`src/rtl/csr_exec_unit.sv`:
```
// Single-issue CSR execution unit: read-modify-write of machine CSRs with one-cycle writeback.
// Optional hardware counters (mcycle/minstret) are built only when CSR_COUNTER_EN is defined.
module csr_exec_unit #(
    parameter int ROB_WIDTH  = 5,
    parameter int PREG_WIDTH = 7
) (
    input  logic                  clk,
    input  logic                  rst,
    input  logic                  issue_en,
    input  logic [2:0]            issue_funct,
    input  logic [11:0]           issue_csrid,
    input  logic [4:0]            issue_uimm,
    input  logic [31:0]           issue_rdata,
    input  logic                  issue_srcZero,
    input  logic                  issue_we,
    input  logic [PREG_WIDTH-1:0] issue_rd,
    input  logic [ROB_WIDTH:0]    issue_robIdx,
    input  logic                  redirect,
    input  logic [ROB_WIDTH:0]    redirectIdx,
    input  logic [2:0]            commit_num,
    output logic                  wb_en,
    output logic [PREG_WIDTH-1:0] wb_rd,
    output logic [31:0]           wb_data,
    output logic [ROB_WIDTH:0]    wb_robIdx,
    output logic                  exc_en,
    output logic [4:0]            exc_cause,
    output logic [ROB_WIDTH:0]    exc_robIdx
);

    localparam logic [11:0] ADDR_MSTATUS  = 12'h300;
    localparam logic [11:0] ADDR_MTVEC    = 12'h305;
    localparam logic [11:0] ADDR_MSCRATCH = 12'h340;
    localparam logic [11:0] ADDR_MEPC     = 12'h341;
    localparam logic [11:0] ADDR_MCAUSE   = 12'h342;
    localparam logic [11:0] ADDR_MCYCLE   = 12'hB00;
    localparam logic [11:0] ADDR_MINSTRET = 12'hB02;
    localparam logic [11:0] ADDR_MHARTID  = 12'hF14;

    localparam logic [31:0] MSTATUS_MASK  = 32'h0000_1888;
    localparam logic [31:0] MSTATUS_RESET = 32'h0000_1800;
    localparam logic [4:0]  CAUSE_ILLEGAL = 5'd2;

    logic [31:0] mstatus;
    logic [31:0] mtvec;
    logic [31:0] mscratch;
    logic [31:0] mepc;
    logic [31:0] mcause;

    logic [31:0] src;
    logic [31:0] old_val;
    logic [31:0] new_val;
    logic        hit;
    logic        op_rw;
    logic        funct_ok;
    logic        wr_attempt;
    logic        read_only;
    logic        flushed;
    logic        illegal;
    logic        do_write;

    // Tag a is older than tag b; the MSB is a wrap bit, so differing MSBs invert the compare.
    function automatic logic is_older(input logic [ROB_WIDTH:0] a, input logic [ROB_WIDTH:0] b);
        if (a[ROB_WIDTH] == b[ROB_WIDTH])
            return a[ROB_WIDTH-1:0] < b[ROB_WIDTH-1:0];
        else
            return a[ROB_WIDTH-1:0] > b[ROB_WIDTH-1:0];
    endfunction

`ifdef CSR_COUNTER_EN
    logic [31:0] mcycle;
    logic [31:0] minstret;
`else
    logic unused_commit;
    assign unused_commit = ^commit_num;
`endif

    always_comb begin
        hit     = 1'b1;
        old_val = 32'h0;
        case (issue_csrid)
            ADDR_MSTATUS:  old_val = mstatus;
            ADDR_MTVEC:    old_val = mtvec;
            ADDR_MSCRATCH: old_val = mscratch;
            ADDR_MEPC:     old_val = mepc;
            ADDR_MCAUSE:   old_val = mcause;
`ifdef CSR_COUNTER_EN
            ADDR_MCYCLE:   old_val = mcycle;
            ADDR_MINSTRET: old_val = minstret;
`endif
            ADDR_MHARTID:  old_val = 32'h0;
            default:       hit     = 1'b0;
        endcase
    end

    always_comb begin
        src = issue_funct[2] ? {27'b0, issue_uimm} : issue_rdata;
        case (issue_funct[1:0])
            2'b01:   new_val = src;
            2'b10:   new_val = old_val | src;
            2'b11:   new_val = old_val & ~src;
            default: new_val = old_val;
        endcase
    end

    always_comb begin
        op_rw      = (issue_funct[1:0] == 2'b01);
        funct_ok   = (issue_funct[1:0] != 2'b00);
        wr_attempt = op_rw || !issue_srcZero;
        read_only  = (issue_csrid[11:10] == 2'b11);
        flushed    = redirect && !is_older(issue_robIdx, redirectIdx);
        illegal    = !funct_ok || !hit || (wr_attempt && read_only);
        do_write   = issue_en && !flushed && !illegal && wr_attempt;
    end

    // Flushed ops vanish entirely: neither writeback nor exception is reported for them.
    always_ff @(posedge clk or negedge rst) begin
        if (!rst) begin
            wb_en      <= 1'b0;
            wb_rd      <= '0;
            wb_data    <= 32'h0;
            wb_robIdx  <= '0;
            exc_en     <= 1'b0;
            exc_cause  <= 5'd0;
            exc_robIdx <= '0;
        end else begin
            wb_en  <= 1'b0;
            exc_en <= 1'b0;
            if (issue_en && !flushed) begin
                if (illegal) begin
                    exc_en     <= 1'b1;
                    exc_cause  <= CAUSE_ILLEGAL;
                    exc_robIdx <= issue_robIdx;
                end else begin
                    wb_en     <= issue_we;
                    wb_rd     <= issue_rd;
                    wb_data   <= old_val;
                    wb_robIdx <= issue_robIdx;
                end
            end
        end
    end

    always_ff @(posedge clk or negedge rst) begin
        if (!rst) begin
            mstatus  <= MSTATUS_RESET;
            mtvec    <= 32'h0;
            mscratch <= 32'h0;
            mepc     <= 32'h0;
            mcause   <= 32'h0;
        end else if (do_write) begin
            case (issue_csrid)
                ADDR_MSTATUS:  mstatus  <= new_val & MSTATUS_MASK;
                ADDR_MTVEC:    mtvec    <= {new_val[31:2], 2'b00};
                ADDR_MSCRATCH: mscratch <= new_val;
                ADDR_MEPC:     mepc     <= {new_val[31:2], 2'b00};
                ADDR_MCAUSE:   mcause   <= new_val;
                default:       ;
            endcase
        end
    end

`ifdef CSR_COUNTER_EN
    // A software write in the same cycle replaces that cycle's increment.
    always_ff @(posedge clk or negedge rst) begin
        if (!rst) begin
            mcycle   <= 32'h0;
            minstret <= 32'h0;
        end else begin
            if (do_write && issue_csrid == ADDR_MCYCLE)
                mcycle <= new_val;
            else
                mcycle <= mcycle + 32'd1;
            if (do_write && issue_csrid == ADDR_MINSTRET)
                minstret <= new_val;
            else
                minstret <= minstret + {29'b0, commit_num};
        end
    end
`endif

endmodule

```
`config.mk`:
```
export PLATFORM = sky130hd
export DESIGN_NAME = csr_exec_unit
export DESIGN_NICKNAME = d
export VERILOG_FILES = /design/src/rtl/csr_exec_unit.sv
export SDC_FILE = /design/constraint.sdc
export NUM_CORES = 1
export LEC_CHECK = 0
export CAP_MARGIN = 20
export CELL_PAD_IN_SITES_DETAIL_PLACEMENT = 1
export CELL_PAD_IN_SITES_GLOBAL_PLACEMENT = 2
export CORE_MARGIN = 3
export CORE_UTILIZATION = 33
export DETAILED_ROUTE_END_ITERATION = 10
export PLACE_DENSITY_LB_ADDON = 0.25
export SKIP_LAST_GASP = 1
export SLEW_MARGIN = 15
export SYNTH_ARGS = -nofsm -noshare
export SYNTH_HDL_FRONTEND = slang
export SYNTH_SLANG_ARGS = --single-unit
```
`constraint.sdc`:
```
create_clock -name clk -period 2.03 [get_ports clk]
set_clock_uncertainty 0.05 [all_clocks]
set_input_delay 0.406 -clock clk [delete_from_list [all_inputs] [get_ports clk]]
set_output_delay 0.406 -clock clk [all_outputs]
set_load 0.005 [all_outputs]
```
==> summary.md <==
| Metric | Value |
|---|---|
| Run status | finished, violations left |
| Failing checks | negative setup slack |
| CORE AREA | 0.02710 sq mm |
| Required @ worst endpoint | 2.28 ns |
| Achievable clock frequency | 438.0 MHz |
| Worst Setup EP | mcause[14] |
| Share of cells above drive strength 1 | 42.06% |
| Rows | 60 |
| Placed Cells | 1597 |
| First-pass DRT Iterations | 5 |
| Clock latency on the worst-skew pair | 0.44 ns |
| Top FF cell, synth | dfrtp_1 |
| P&R area growth vs syn | 69.35% |
| Critical path arrival | 2.53 ns |
| Pwr Total | 8.571 mW |
| Vias per cell | 5.473 |
| Diodes inserted | 0 |
| Post-synthesis simple-gate area fraction | 19.29% |
| RR Startpoint | mscratch[3] |
| Die ar. | 0.02982 sq mm |
| CTS max path bufs | 2 |
| Clk root buf | clkbuf_16 |
| Final nets | 1413 |
| Detailed-route via count | 9376 |
| CTS tree | built |
| Gr usage total | 25.00% |
| First-pass GRT wire length | 58580 um |
| Setup violations, final | 175 |
| Post-Syn Area | 0.009170 sq mm |
| Clk sinks | 182 |
| Cell count after synthesis | 1007 |
| Final wirelength | 41820 um |
| Worst Setup SP | redirectIdx[3] |
| Pre-CTS setup slack | -0.9526 ns |
| Layout Cells excl Fill | 1713 |
| Vias in the first global route | 9820 |
| Antenna violations before repair | 0 |
| Final worst setup slack | -0.2530 ns |
| DR DRC count | 0 |
| Most common cell in the netlist | dfrtp_1 |
| Startpoint Class | input port |
| PD cells | 551.9 mW/mm^2 |
| Num CTS Buffers | 17 |
| FF-to-FF setup slack | 0.15 ns |
| Synth warn | 0 |
| Clock slew at reported path FFs | 0.09 ns |
| Synth area leaders | dfrtp_1, nand2_1, nor2_1 |
| Slew @ Worst Pin | 0.5195 ns |
| Final period util | 112.5% |
| Synth Register Bits | 182 |
| WL/cell | 24.41 um |
| Die span in x | 172.7 um |
| Most common library cells after synthesis | dfrtp_1, nand2_1, nor2_1 |
| Leak | 6.599 nW |
| IO Pins | 138 |
| Post-synth EDFFs | 0 |
| Sequential share of the synthesized area | 49.69% |
| Unrepaired setup endpoints after global routing | yes |
| Main combinational cell family by area after synthesis | simple AND/OR/NAND/NOR gates |
| Syn avg cell area | 9.106 sq um |
| CP Class | in -> reg |
| CP Capture Type | flop |
| H-tree levels | 4 |
| # Max-Cap Violations | 0 |
| Iteration-0 DRC Markers | 667 |
| Placer Congestion | 0.7940 |
| Distinct cells, synth | 64 |
| Total grt overflow | 0 |
| Compound-Gate Fraction of Synth Area | 18.23% |
| Peak supply drop | 0.0005686 V |
| Worst-path maximum fanout | 11 |
| Minimum clock period | 2.283 ns |
| Worst Hold Class | in -> reg |
| Chip height | 172.7 um |
| Synth async-reset ratio | 100.0% |
| Post-route ant nets | 0 |
| Critical R2R Capture | mcause[3] |
| Max_slew headroom | 65.16% |
| Slew Viols, Final | 0 |
| Synth Area in Adders | 0.6822% |
| FF-to-FF path depth | 8 |
| Synth top area share | 49.12% |
| Hold violation count in the final report | 0 |
| Final core occ | 57.30% |
| Hpwl dp | 22080 um |
| Yosys top cell by area | dfrtp_1 |
| I/O Buffers | 130 |
| Synth Area in XOR/XNOR | 2.579% |
| Largest net degree at the start of global routing | 46 |
| Post-synthesis mux area share | 4.721% |
| Starting Density | 33.84% |
[cell usage in the layout, fill, tap and decap left out, types with 5 or more instances in the layout]
cell,netlist,final
dfrtp_1,180,180
buf_4,10,153
clkdlybuf4s50_1,0,103
nor2_1,103,82
o21ai_2,2,67
nand2_1,147,59
o21ai_1,68,59
nand2_4,0,58
nand3_1,46,46
buf_12,0,44
a21oi_1,55,38
nand2_2,0,30
clkbuf_16,0,30
nand2b_1,28,26
a22oi_1,27,26
nor3_1,24,23
mux2_4,0,23
buf_6,4,23
xor2_1,22,22
a21o_1,21,20
nor2_2,1,17
a21oi_2,0,17
mux2i_1,16,16
buf_16,0,14
o21ai_0,74,13
dlygate4sd2_1,0,13
buf_8,0,9
inv_1,11,7
nor2b_1,7,7
o21ai_4,0,5
nor2_4,0,5
ha_4,0,5
[how the worst min path moves through the flow]
stage                    start            end  cells after the start
5_1_grt        issue_robIdx[3]   wb_robIdx[3]                      3
3_3_place_gp               rst          wb_en                      1
6_report       issue_robIdx[4]  exc_robIdx[4]                      3
2_1_floorplan              rst   exc_cause[1]                      0
3_5_place_dp               rst  exc_robIdx[4]                      1
4_1_cts        issue_robIdx[3]   wb_robIdx[3]                      3
[worst max-delay path, stage by stage]
cell and delay (ns):
buf_12 0.09, inv_12 0.03, ha_4 0.25, nand4_1 0.12, buf_4 0.16, o41ai_4 0.35
and2_4 0.23, buf_8 0.11, buf_8 0.11, buf_6 0.11, o21ai_4 0.06, buf_12 0.16
clkbuf_16 0.18, nand2_1 0.07, o21ai_0 0.09
[sequential cells by signal (all words and copies together), names as in the netlist]
name / cells
mscratch: 32
wb_rd: 7
mepc: 30
mstatus: 4
wb_data: 32
exc_robIdx: 6
exc_en: 1
exc_cause: 1
mtvec: 30
mcause: 32
wb_en: 1
wb_robIdx: 6
[routing by layer]
metal  track usage (%)  up-vias  routed length, um
li1                  -     4159                  -
met1             31.38     4773              17230
met2             44.15      339              20850
met3             4.172      105               2249
met4             7.736        0               1489
met5                 0        -                  0
[stage by stage]
stage               hold WS, ns  TNS, ns  area [sq um]
global route             0.2595   -35.13         15530
finish                   0.2548   -22.09         15530
global placement         0.3189  -145.62         12340
detailed placement       0.3218  -158.18         12340
floorplan               0.06041   -23.22          9495
CTS                      0.2963   -15.67         14360
[where the power goes]
group	total, mW	switching [mW]	internal [mW]
clock network	3.69	1.66	2.02
logic	1.18	0.603	0.574
registers	3.71	0.0337	3.67
[timing repair]
item | 4_1_cts | 5_1_grt
gates resized for setup | 225 | 267
cloned | 20 | 17
pin swaps | 54 | 69
hold buffers | 1 | 0
setup endpoints to repair | 182 | 181
hold endpoints to repair | 33 | 0
setup buffers | 44 | 15
[cells by family after synthesis]
logic type | Yosys count
XOR/XNOR | 27
other | 1
flip-flops | 182
buffers and inverters | 90
AND/OR/NAND/NOR | 384
adder cells (fa/ha/maj) | 5
multiplexers | 40
AO/OA/AOI/OAI | 278
[area by class of cell]
| type | instances | area, sq um |
|---|---|---|
| inverter | 11 | 63.81 |
| sequential | 182 | 4557 |
| tap | 372 | 465.4 |
| fill | 2825 | 11570 |
| clock buffer | 19 | 442.9 |
| multi-input combinational | 738 | 5489 |
| timing repair buffer | 378 | 4327 |
| clock inverter | 13 | 185.2 |
Note: power is estimated with default switching activity, not from simulation.
